## src/rtl/pc_fetch_stage_pkg.sv

```systemverilog
// Shared definitions for the instruction-fetch stage: FSM state encoding
// and the default reset PC / bubble instruction.
package pc_fetch_stage_pkg;

  // Fetch FSM states (2-bit encoding).
  typedef enum logic [1:0] {
    S_REQ  = 2'b00,  // request outstanding at pc
    S_DROP = 2'b01,  // finishing a fetch that a redirect has squashed
    S_HOLD = 2'b10   // fetched word parked while the pipeline is stalled
  } fetch_state_e;

  localparam logic [31:0] RESET_PC_DEF  = 32'h0000_3000;
  localparam logic [31:0] NOP_INSTR_DEF = 32'h0000_0000;

endpackage

```

## src/rtl/pc_fetch_stage_ifid.sv

```systemverilog
// IF/ID pipeline register: {instr, pc_plus4, valid}.
// Update priority: rst > flush > stall > load. When neither stalled nor
// loading, a bubble is written.
module ifid_pipe_reg
  import pc_fetch_stage_pkg::*;
#(
  parameter logic [31:0] NOP_INSTR = NOP_INSTR_DEF
) (
  input  logic        clk,
  input  logic        rst,
  input  logic        flush,
  input  logic        stall,
  input  logic        load,
  input  logic [31:0] instr,
  input  logic [31:0] pc_plus4,
  output logic [31:0] q_instr,
  output logic [31:0] q_pc_plus4,
  output logic        q_valid
);

  // Pipeline register update with reset/flush/stall/load priority.
  always_ff @(posedge clk) begin
    // NOTE: sequential state uses non-blocking assignments so every register
    // samples pre-edge values regardless of statement order.
    if (rst || flush) begin
      q_instr    <= NOP_INSTR;
      q_pc_plus4 <= 32'd0;
      q_valid    <= 1'b0;
    end else if (!stall) begin
      if (load) begin
        q_instr    <= instr;
        q_pc_plus4 <= pc_plus4;
        q_valid    <= 1'b1;
      end else begin
        q_instr    <= NOP_INSTR;
        q_pc_plus4 <= 32'd0;
        q_valid    <= 1'b0;
      end
    end
  end

endmodule

```

## src/rtl/pc_fetch_stage.sv

```systemverilog
// Instruction-fetch stage: owns the architectural PC, the req/ack fetch
// handshake (with squash of in-flight fetches on redirect) and the IF/ID
// pipeline register.
module pc_fetch_stage
  import pc_fetch_stage_pkg::*;
#(
  parameter logic [31:0] RESET_PC  = RESET_PC_DEF,
  parameter logic [31:0] NOP_INSTR = NOP_INSTR_DEF
) (
  input  logic        clk,
  input  logic        rst,
  input  logic [31:0] pc_src,
  input  logic        redirect,
  input  logic        stall,
  input  logic        flush,
  output logic        imem_req,
  output logic [31:0] imem_addr,
  input  logic        imem_ack,
  input  logic [31:0] imem_rdata,
  output logic [31:0] pc,
  output logic [31:0] pc_plus4,
  output logic [31:0] ifid_instr,
  output logic [31:0] ifid_pc_plus4,
  output logic        ifid_valid
);

  fetch_state_e state, state_n;
  logic [31:0]  pc_n;
  logic [31:0]  tgt, tgt_n;    // redirect target waiting for the dropped fetch
  logic [31:0]  hold, hold_n;  // fetched word parked during a stall
  logic         ifid_load;
  logic [31:0]  ifid_instr_in;

  // Sequential PC; wraps naturally modulo 2^32.
  assign pc_plus4 = pc + 32'd4;

  // The PC only moves after a fetch completes, so in S_DROP pc is still the
  // squashed address and the bus address never changes while waiting.
  assign imem_addr = pc;
  assign imem_req  = !rst && (state == S_REQ || state == S_DROP);

  // Next-state, next-PC and IF/ID load decision.
  always_comb begin
    // NOTE: every signal gets a default before the case so no path leaves it
    // unassigned, which would infer a latch.
    state_n       = state;
    pc_n          = pc;
    tgt_n         = tgt;
    hold_n        = hold;
    ifid_load     = 1'b0;
    ifid_instr_in = imem_rdata;

    unique case (state)
      S_REQ: begin
        if (imem_ack) begin
          if (redirect) begin
            pc_n = pc_src;                 // fetched word is on the wrong path
          end else if (stall) begin
            hold_n  = imem_rdata;
            state_n = S_HOLD;
          end else begin
            ifid_load = 1'b1;
            pc_n      = pc_src;
          end
        end else if (redirect) begin
          tgt_n   = pc_src;
          state_n = S_DROP;
        end
      end

      S_DROP: begin
        if (imem_ack) begin
          // A redirect arriving with the ack is the newest target.
          pc_n    = redirect ? pc_src : tgt;
          state_n = S_REQ;
        end else if (redirect) begin
          tgt_n = pc_src;
        end
      end

      S_HOLD: begin
        if (redirect) begin
          pc_n    = pc_src;
          state_n = S_REQ;
        end else if (!stall) begin
          ifid_load     = 1'b1;
          ifid_instr_in = hold;
          pc_n          = pc_src;
          state_n       = S_REQ;
        end
      end

      default: state_n = S_REQ;
    endcase
  end

  // State, PC and side registers; reset abandons any outstanding fetch.
  always_ff @(posedge clk) begin
    if (rst) begin
      state <= S_REQ;
      pc    <= RESET_PC;
      tgt   <= 32'd0;
      hold  <= 32'd0;
    end else begin
      state <= state_n;
      pc    <= pc_n;
      tgt   <= tgt_n;
      hold  <= hold_n;
    end
  end

  ifid_pipe_reg #(
    .NOP_INSTR (NOP_INSTR)
  ) u_ifid (
    .clk        (clk),
    .rst        (rst),
    .flush      (flush),
    .stall      (stall),
    .load       (ifid_load),
    .instr      (ifid_instr_in),
    .pc_plus4   (pc_plus4),
    .q_instr    (ifid_instr),
    .q_pc_plus4 (ifid_pc_plus4),
    .q_valid    (ifid_valid)
  );

endmodule

```

## config.mk

```make
export PLATFORM = sky130hd
export DESIGN_NAME = pc_fetch_stage
export DESIGN_NICKNAME = d
export VERILOG_FILES = /design/src/rtl/pc_fetch_stage_pkg.sv /design/src/rtl/pc_fetch_stage_ifid.sv /design/src/rtl/pc_fetch_stage.sv
export SDC_FILE = /design/constraint.sdc
export NUM_CORES = 1
export LEC_CHECK = 0
export BUFFER_PORTS_ARGS = -buffer_cell sky130_fd_sc_hd__buf_2
export CORE_MARGIN = 3
export CORE_UTILIZATION = 50
export DETAILED_ROUTE_END_ITERATION = 6
export GPL_TIMING_DRIVEN = 0
export PLACE_DENSITY_LB_ADDON = 0.15
export SETUP_SLACK_MARGIN = 0.02
export SYNTH_ARGS = -nofsm -noshare
export SYNTH_HDL_FRONTEND = slang
export SYNTH_SLANG_ARGS = --single-unit
```

## constraint.sdc

```tcl
create_clock -name clk -period 2.3 [get_ports clk]
set_clock_uncertainty 0.1 [all_clocks]
set_input_delay 0.23 -clock clk [delete_from_list [all_inputs] [get_ports clk]]
set_output_delay 0.23 -clock clk [all_outputs]
set_load 0.01 [all_outputs]
```

---- Word-level counts from Yosys, hierarchy flattened ----
Cells that the tools add are included.
cells by class
  equality and inequality tests ........... 8
  muxes and demuxes ....................... 23
  bitwise operators ....................... 2
  add/subtract/negate cells ............... 1
  reduce and logical (&&, ||, !) cells .... 11
operator list
  cell                   number
  $mux 32                9
  $pmux 32 s3            1
  $add 32x3->32 const B  1
  $mux 2                 7
  $ne 3x3->1 const B     4
  $pmux 2 s3             1
  $reduce_and 5->1       1
  $mux 1                 4
  $ne 2x2->1 const B     2
  $reduce_and 4->1       1
  $reduce_and 3->1       1
  $reduce_bool 3->1      1
  $eq 2x1->1 const B     1
  $eq 2x2->1 const B     1
  $logic_not 2->1        1
  $logic_or 1x1->1       2
  $not 1->1              2
  $pmux 1 s2             1
  $reduce_and 2->1       1
  $reduce_or 2->1        1
  $logic_and 1x1->1      1
  $logic_not 1->1        1
word-level totals
  bits in registers ....................... 163
  logic and storage cells ................. 52
  input bits .............................. 70
  output and inout bits ................... 162

---- Logic depth before layout (Yosys ltp) ----
Gate-level depths: netlist (run 1).
  word-level depth ........................ 5
  gate-level depth with buffers ........... 7
  gate-level depth less buffers ........... 6

---- By module ----
From an unflattened synthesis (run 1), not the netlist that was laid out.
second synthesis, totals
  cells, all modules ...................... 882
  area total of the unflattened synthesis .. 7,691.1 µm²
modules (own cells, without submodules)
  module          seq. area each (µm²)  area each (µm²)  times used  cells an instance
  pc_fetch_stage  1,961.9               4,957.3          1           594
  ifid_pipe_reg   1,301.2               2,733.9          1           288

---- Worst setup path after synthesis (run 1) ----
No wires, ideal clock.
  path type ............................... reg2reg
  from .................................... register pc[2] (netlist: imem_addr[2])
  to ...................................... register u_ifid.q_pc_plus4[20]
  buffers on the path ..................... 0
  required time ........................... 2,140 ps
  arrival time ............................ 1,936 ps
  cell stages (with the launch flop) ...... 7
  path slack .............................. 204 ps
  clock period less this slack ............ 2,096 ps
  library setup time ...................... 60 ps
  cell sequence ........................... dfxtp_1 ha_1 nand3_1 or4_4 nor3_2 xor2_1 a22o_1
between the ends
  longest elaborated chain between the ends .. 2
ends and longest elaborated chain
  item                    RTL line                   text
  from (decl)             pc_fetch_stage.sv:20       output logic [31:0] pc,
  from (signal assigned)  pc_fetch_stage.sv:106      pc <= pc_n;
  $add 32x3->32           pc_fetch_stage.sv:35       assign pc_plus4 = pc + 32'd4;
  net pc_plus4[20]        pc_fetch_stage.sv:21       output logic [31:0] pc_plus4,
  $mux 32                 pc_fetch_stage_ifid.sv:30  if (load) begin
  to (signal assigned)    pc_fetch_stage_ifid.sv:32  q_pc_plus4 <= pc_plus4;
  to (decl)               pc_fetch_stage_ifid.sv:17  output logic [31:0] q_pc_plus4,
The timed path passes the listed nets, and every way through them passes these cells.
A chain may end at the register's enable or synchronous reset.

---- Final worst setup path (run 1) ----
  from .................................... register pc[2] (netlist: imem_addr[2])
  to ...................................... output pc_plus4[20]
between the ends
  longest elaborated chain between the ends .. 1
ends and longest elaborated chain
  item           RTL line
  $add 32x3->32  pc_fetch_stage.sv:35
  to (decl)      pc_fetch_stage.sv:21
No other way between the ends.

==> impl_metrics.py, run 1 <==
metrics = {
    "worst_setup_path": {
        "path_cells": "ha_4 > nand3_4 > or4_4 > nor3_4 > xor2_1 > buf_2",
        "cpPeakStageDelay_ns": 0.57,
        "cp_slowest_cell": "or4_4",
        "setup.worst_path.end_class": "output port",
        "critPathKind": "reg2out",
        "path_max_fanout": 4,
        "cp_top_family": "simple AND/OR/NAND/NOR gates",
        "startpoint_type": "flop",
        "path_buf_inv": 1,
        "critPathArrivalTime_ns": 2.17,
        "worstPathRequired_ns": 1.97,
    },
    "route": {
        "dr.pass1.iters": 5,
        "drc": 0,
        "vias_per_cell": 5.29,
        "ant_nets": 0,
        "finalWirelength_um": 21900,
        "wl_per_cell_um": 16.5,
        "drt_iter0_drc": 356,
        "vias": 7022,
    },
    "sta": {
        "tightest_slew_ns": 0.609,
        "hold_viol_final": 0,
        "fmax_ghz": 0.401,
        "slew_viol_final": 0,
        "fin_crit_ns": 2.50,
        "fin_ws_ns": -0.196,
        "whs_ns": 0.145,
        "fin_crit_sh": 1.09,
        "relSlewSlack": 0.594,
        "setup_viol": 8,
        "rsz0062_at_grt": "true",
    },
    "layout": {
        "area.growth.synth_to_final_pct": 46.4,
        "layout.cells.non_filler": 1327,
        "layout_commonest_cell": "buf_2",
        "nNetsFinal": 1210,
        "nFillCells": 996,
        "drive_above_1_share": 0.369,
        "layout_common_cells": "237 x buf_2, 138 x dfxtp_1, 135 x nand2_1, 81 x nor2_1, 67 x buf_4",
        "diodes": 0,
    },
    "clock_tree": {
        "cts_tree": "done",
        "cts_made_buffers": 17,
        "root_buffer": "clkbuf_16",
        "clkSinkCount": 163,
        "clock_path_buffers": 2,
        "htreeDepth": 4,
        "clk_latency_ns": 0.42,
        "clkTransAtPathRegs_ns": 0.06,
    },
    "power_and_ir_drop": {
        "combPwrFrac": 0.152,
        "p_leak_nw": 4.49,
        "swShare": 0.255,
        "seqPwrFrac": 0.440,
        "clkPwrFrac": 0.408,
        "p_total_w": 0.00693,
        "p_sw_w": 0.00177,
        "irDropWorstVdd_v": 0.000492,
        "p_int_w": 0.00516,
        "power_density_nw_per_um2": 679,
    },
    "global_route": {
        "antenna_found_initial": 0,
        "grt_most_used_layer": "met2",
        "grt_pass1_vias": 6560,
        "use_met2": 0.454,
        "gr-usage-met3": 0.0568,
        "grt_max_degree": 17,
        "gr-usage-all-layers": 0.275,
        "use_met1": 0.364,
        "grt_pass1_wl_um": 33200,
        "overflow": 0,
    },
    "synthesis": {
        "syn_area_um2": 6980,
        "ys.flop_type": "dfxtp_1",
        "syn_nets": 857,
        "netlist_top_cells_area": "dfxtp_1 47%, nand2_1 7.3%, a21oi_1 4.7%",
        "netlist.top_cell.by_area": "dfxtp_1",
        "synth_top_area_share": 0.468,
        "synth_cell_type_count": 36,
        "async_flop_share": 0,
        "synth-edff-count": 0,
        "synth.avg_cell_area_um2": 8.87,
        "ys_ff_latch": 163,
        "ys_seq_area_frac": 0.468,
        "synthCells": 786,
        "yosysWarnings": 0,
    },
    "floorplan": {
        "coreArea_um2": 13500,
        "die_area_um2": 15400,
        "die_w_um": 124,
        "ios": 232,
        "die_y_um": 124,
        "fp-row-count": 42,
        "floorplan.initialDensity": 0.519,
    },
    "min_path": {
        "min_path_type": "in2reg",
    },
    "placed_design": {
        "portBuffers": 231,
        "place_congestion": 0.858,
        "placedCellCount": 1193,
        "hpwl_um": 14600,
    },
    "status": {
        "violations": "negative setup slack",
        "outcome": "finished, violations left",
    },
    "flow_run": {
        "maxCapViolations": 0,
    },
}
==> flip-flops by register name (all words and copies together), names as in the netlist <==
signal and flops:
hold 32, imem_addr 32, tgt 32, u_ifid.q_instr 32, u_ifid.q_pc_plus4 32, state 2
u_ifid.q_valid 1
==> through the flow <==
step                      utilization  setup slack (ns)  instance area, um2  TNS [ns]
after global routing            0.759            -0.222               10200     -1.68
after CTS                       0.735            -0.156                9890    -0.495
after detailed placement        0.621            -0.141                8350    -0.382
final                           0.759            -0.196               10200    -0.560
after floorplan                     -             0.204                6980         0
after global placement          0.621           -0.0983                8350    -0.235
==> kinds of logic (layout without fill, tap and decap cells) <==
group / after synthesis / after routing / synth area share
and+or+nand+nor: 271 / 271 / 0.170
AOI/OAI and AO/OA: 163 / 163 / 0.156
DFF: 163 / 163 / 0.468
buffers and inverters: 96 / 461 / 0.0716
muxes: 64 / 64 / 0.0976
xor gates and xnor gates: 28 / 28 / 0.0352
adders and majority gates: 1 / 1 / 0.00179
==> what timing repair did <==
action,in CTS,in global routing
buffers inserted,15,23
resized for setup,59,37
pin swaps,15,19
hold endpoints to repair,65,0
hold buffers,65,0
setup endpoints to repair,25,34
==> power by group through the flow <==
stage                     registers (W)  logic [W]  clock network [W]
after floorplan                 0.00311   0.000479                  0
after global placement          0.00311   0.000834                  0
after detailed placement        0.00311   0.000841                  0
after CTS                       0.00306   0.000964            0.00285
after global routing            0.00307    0.00115            0.00296
final                           0.00305    0.00105            0.00283
==> area by class of cell <==
cell class                 instances  area [um2]  area share
multi-input combinational        527        3420       0.335
sequential                       163        3350       0.328
timing repair buffer             334        2120       0.208
buffer                            93         503      0.0493
clock buffer                      20         447      0.0437
tap                              176         220      0.0216
clock inverter                    11         136      0.0134
inverter                           3        11.3     0.00110
==> layer usage <==
metal / routed length (um) / vias up
met5: 0 / -
met4: 346 / 0
met3: 1200 / 26
met2: 10500 / 237
met1: 9790 / 3355
li1: - / 3404
==> synth_stat cells (all sizes together) (8+ instances only) <==
library cell and n:
dfxtp 163, nand2 136, nor2 85, a21oi 65, clkbuf 49, buf 44
a22oi 41, mux2 32, mux2i 32, a211oi 31, a22o 20, xnor2 20
nand3 11, nand4 11, xor2 8
==> worst min-delay path, cell delays in order <==
cell and delay (ns):
buf_2 0.13, nor2_1 0.18, nor4_1 0.07
==> worst paths after layout <==
check        slack [ns]          from  cells past startpoint           endpoint
min reg2reg        0.35       hold[2]                      2            hold[2]
max               -0.20  imem_addr[2]                      6       pc_plus4[20]
max reg2reg        0.20      state[0]                      7  u_ifid.q_instr[2]
min                0.15      redirect                      3           state[0]
Power figures use the tool's default switching activity.
==> run 2: changes to the inputs <==
--- a/config.mk
+++ b/config.mk
@@ -7,7 +7,7 @@
 export LEC_CHECK = 0
 export BUFFER_PORTS_ARGS = -buffer_cell sky130_fd_sc_hd__buf_2
 export CORE_MARGIN = 3
-export CORE_UTILIZATION = 50
+export CORE_UTILIZATION = 46
 export DETAILED_ROUTE_END_ITERATION = 6
 export GPL_TIMING_DRIVEN = 0
 export PLACE_DENSITY_LB_ADDON = 0.15
==> impl_metrics.py, run 2 (synthesized netlist as in run 1, its figures left out) <==
metrics = {
    "sta": {
        "rsz0062_at_grt": "true",
        "fin_crit_sh": 1.04,
        "whs_ns": 0.123,
        "hold_viol_final": 0,
        "relSlewSlack": 0.616,
        "fin_ws_ns": -0.0868,
        "fin_crit_ns": 2.39,
        "slew_viol_final": 0,
        "fmax_ghz": 0.419,
        "tightest_slew_ns": 0.576,
        "setup_viol": 6,
    },
    "clock_tree": {
        "root_buffer": "clkbuf_16",
        "clock_path_buffers": 2,
        "cts_made_buffers": 17,
        "clkTransAtPathRegs_ns": 0.06,
        "clk_latency_ns": 0.41,
        "clkSinkCount": 163,
        "htreeDepth": 4,
        "cts_tree": "done",
    },
    "layout": {
        "drive_above_1_share": 0.370,
        "fin_util": 0.691,
        "layout_commonest_cell": "buf_2",
        "area.growth.synth_to_final_pct": 45.6,
        "nFillCells": 1169,
        "nNetsFinal": 1206,
        "layout_common_cells": "240 x buf_2, 138 x dfxtp_1, 135 x nand2_1, 82 x nor2_1, 66 x buf_4",
        "layout.cells.non_filler": 1333,
    },
    "placed_design": {
        "dp_slack_ns": -0.115,
        "portBuffers": 231,
        "place_congestion": 0.850,
        "placedCellCount": 1201,
        "hpwl_um": 14800,
    },
    "floorplan": {
        "die_w_um": 129,
        "die_area_um2": 16700,
        "die_y_um": 129,
        "fp-row-count": 44,
        "ios": 232,
        "floorplan.initialDensity": 0.475,
        "coreArea_um2": 14700,
    },
    "worst_setup_path": {
        "critPathArrivalTime_ns": 2.06,
        "startpoint_type": "flop",
        "setup.worst_path.end_class": "output port",
        "worstPathRequired_ns": 1.97,
        "critPathKind": "reg2out",
        "path_max_fanout": 4,
    },
    "route": {
        "drt_iter0_drc": 355,
        "drc": 0,
        "finalWirelength_um": 21300,
        "ant_nets": 0,
        "dr.pass1.iters": 4,
        "vias": 6879,
        "vias_per_cell": 5.16,
        "wl_per_cell_um": 16.0,
    },
    "global_route": {
        "gr-usage-all-layers": 0.246,
        "grt_pass1_wl_um": 32900,
        "grt_max_degree": 17,
        "overflow": 0,
        "grt_pass1_vias": 6482,
        "antenna_found_initial": 3,
    },
    "min_path": {
        "min_path_type": "in2reg",
    },
    "power_and_ir_drop": {
        "combPwrFrac": 0.144,
        "seqPwrFrac": 0.432,
        "power_density_nw_per_um2": 696,
        "clkPwrFrac": 0.424,
        "p_leak_nw": 4.45,
        "p_sw_w": 0.00180,
        "swShare": 0.254,
        "p_int_w": 0.00527,
        "irDropWorstVdd_v": 0.000477,
    },
    "status": {
        "violations": "negative setup slack",
        "outcome": "finished, violations left",
    },
    "flow_run": {
        "maxCapViolations": 0,
    },
}
run 2: changes by cell type in the layout (fill, tap and decap cells not counted), sizes merged:
cell	previous run	this run
clkinv	7	8
buf	313	310
clkbuf	69	66
diode	0	1
bufinv	3	4
clkinvlp	1	2
run 2: metal layers:
layer  vias to the layer above  part of all wire  GRT usage  routed length (um)
met1                      3223              0.45      0.325                9610
met5                         -            0.0013          0                  27
met4                         4             0.017     0.0784                 371
met3                        32             0.055     0.0499                1170
met2                       237              0.47      0.405               10100
li1                       3383                 -          -                   -
run 2: layout make-up:
class | instances | area [um2] | area share
Tap cell | 184 | 230 | 0.0227
Timing Repair Buffer | 330 | 2070 | 0.204
Multi-Input combinational cell | 527 | 3390 | 0.334
Buffer | 93 | 493 | 0.0485
Antenna cell | 1 | 2.50 | 0.000246
Sequential cell | 163 | 3330 | 0.328
Clock buffer | 18 | 439 | 0.0432
Clock inverter | 14 | 186 | 0.0183
Inverter | 3 | 11.3 | 0.00111
run 2: critical path: stages, from the launching register on:
cell     delay [ns]
dfxtp_4        0.38
ha_4           0.17
nand3_4        0.12
or4_4          0.45
nor3_2         0.15
xor2_1         0.20
buf_2          0.17
run 2: final timing paths:
kind              slack [ns]  cells after the start                end         start
hold reg to reg         0.36                      2            tgt[28]       tgt[28]
setup / recovery       -0.09                      6       pc_plus4[20]  imem_addr[2]
setup reg to reg        0.20                      7  u_ifid.q_instr[3]      state[0]
hold / removal          0.12                      3           state[0]      redirect
run 2: power groups by stage:
stage	clock network (W)	registers [W]	logic, W
final	0.00300	0.00305	0.00102
after global routing	0.00315	0.00307	0.00111
after CTS	0.00302	0.00306	0.000970
after detailed placement	0	0.00312	0.000840
after global placement	0	0.00311	0.000834
after floorplan	0	0.00311	0.000479
run 2: what timing repair did:
action,4_1_cts,5_1_grt
buffers inserted,16,18
endpoints found under the setup margin,35,33
gates resized for setup,43,36
hold endpoints to repair,65,0
pin swaps,11,14
hold buffers,65,0
run 2: through the flow:
| step | setup TNS, ns | power, W | instance area, um2 |
|---|---|---|---|
| detailed placement | -0.292 | 0.00396 | 8360 |
| finish | -0.262 | 0.00707 | 10200 |
| floorplan | 0 | 0.00359 | 6980 |
| global route | -1.45 | 0.00732 | 10200 |
| CTS | -0.616 | 0.00705 | 9900 |
| global placement | -0.219 | 0.00395 | 8360 |
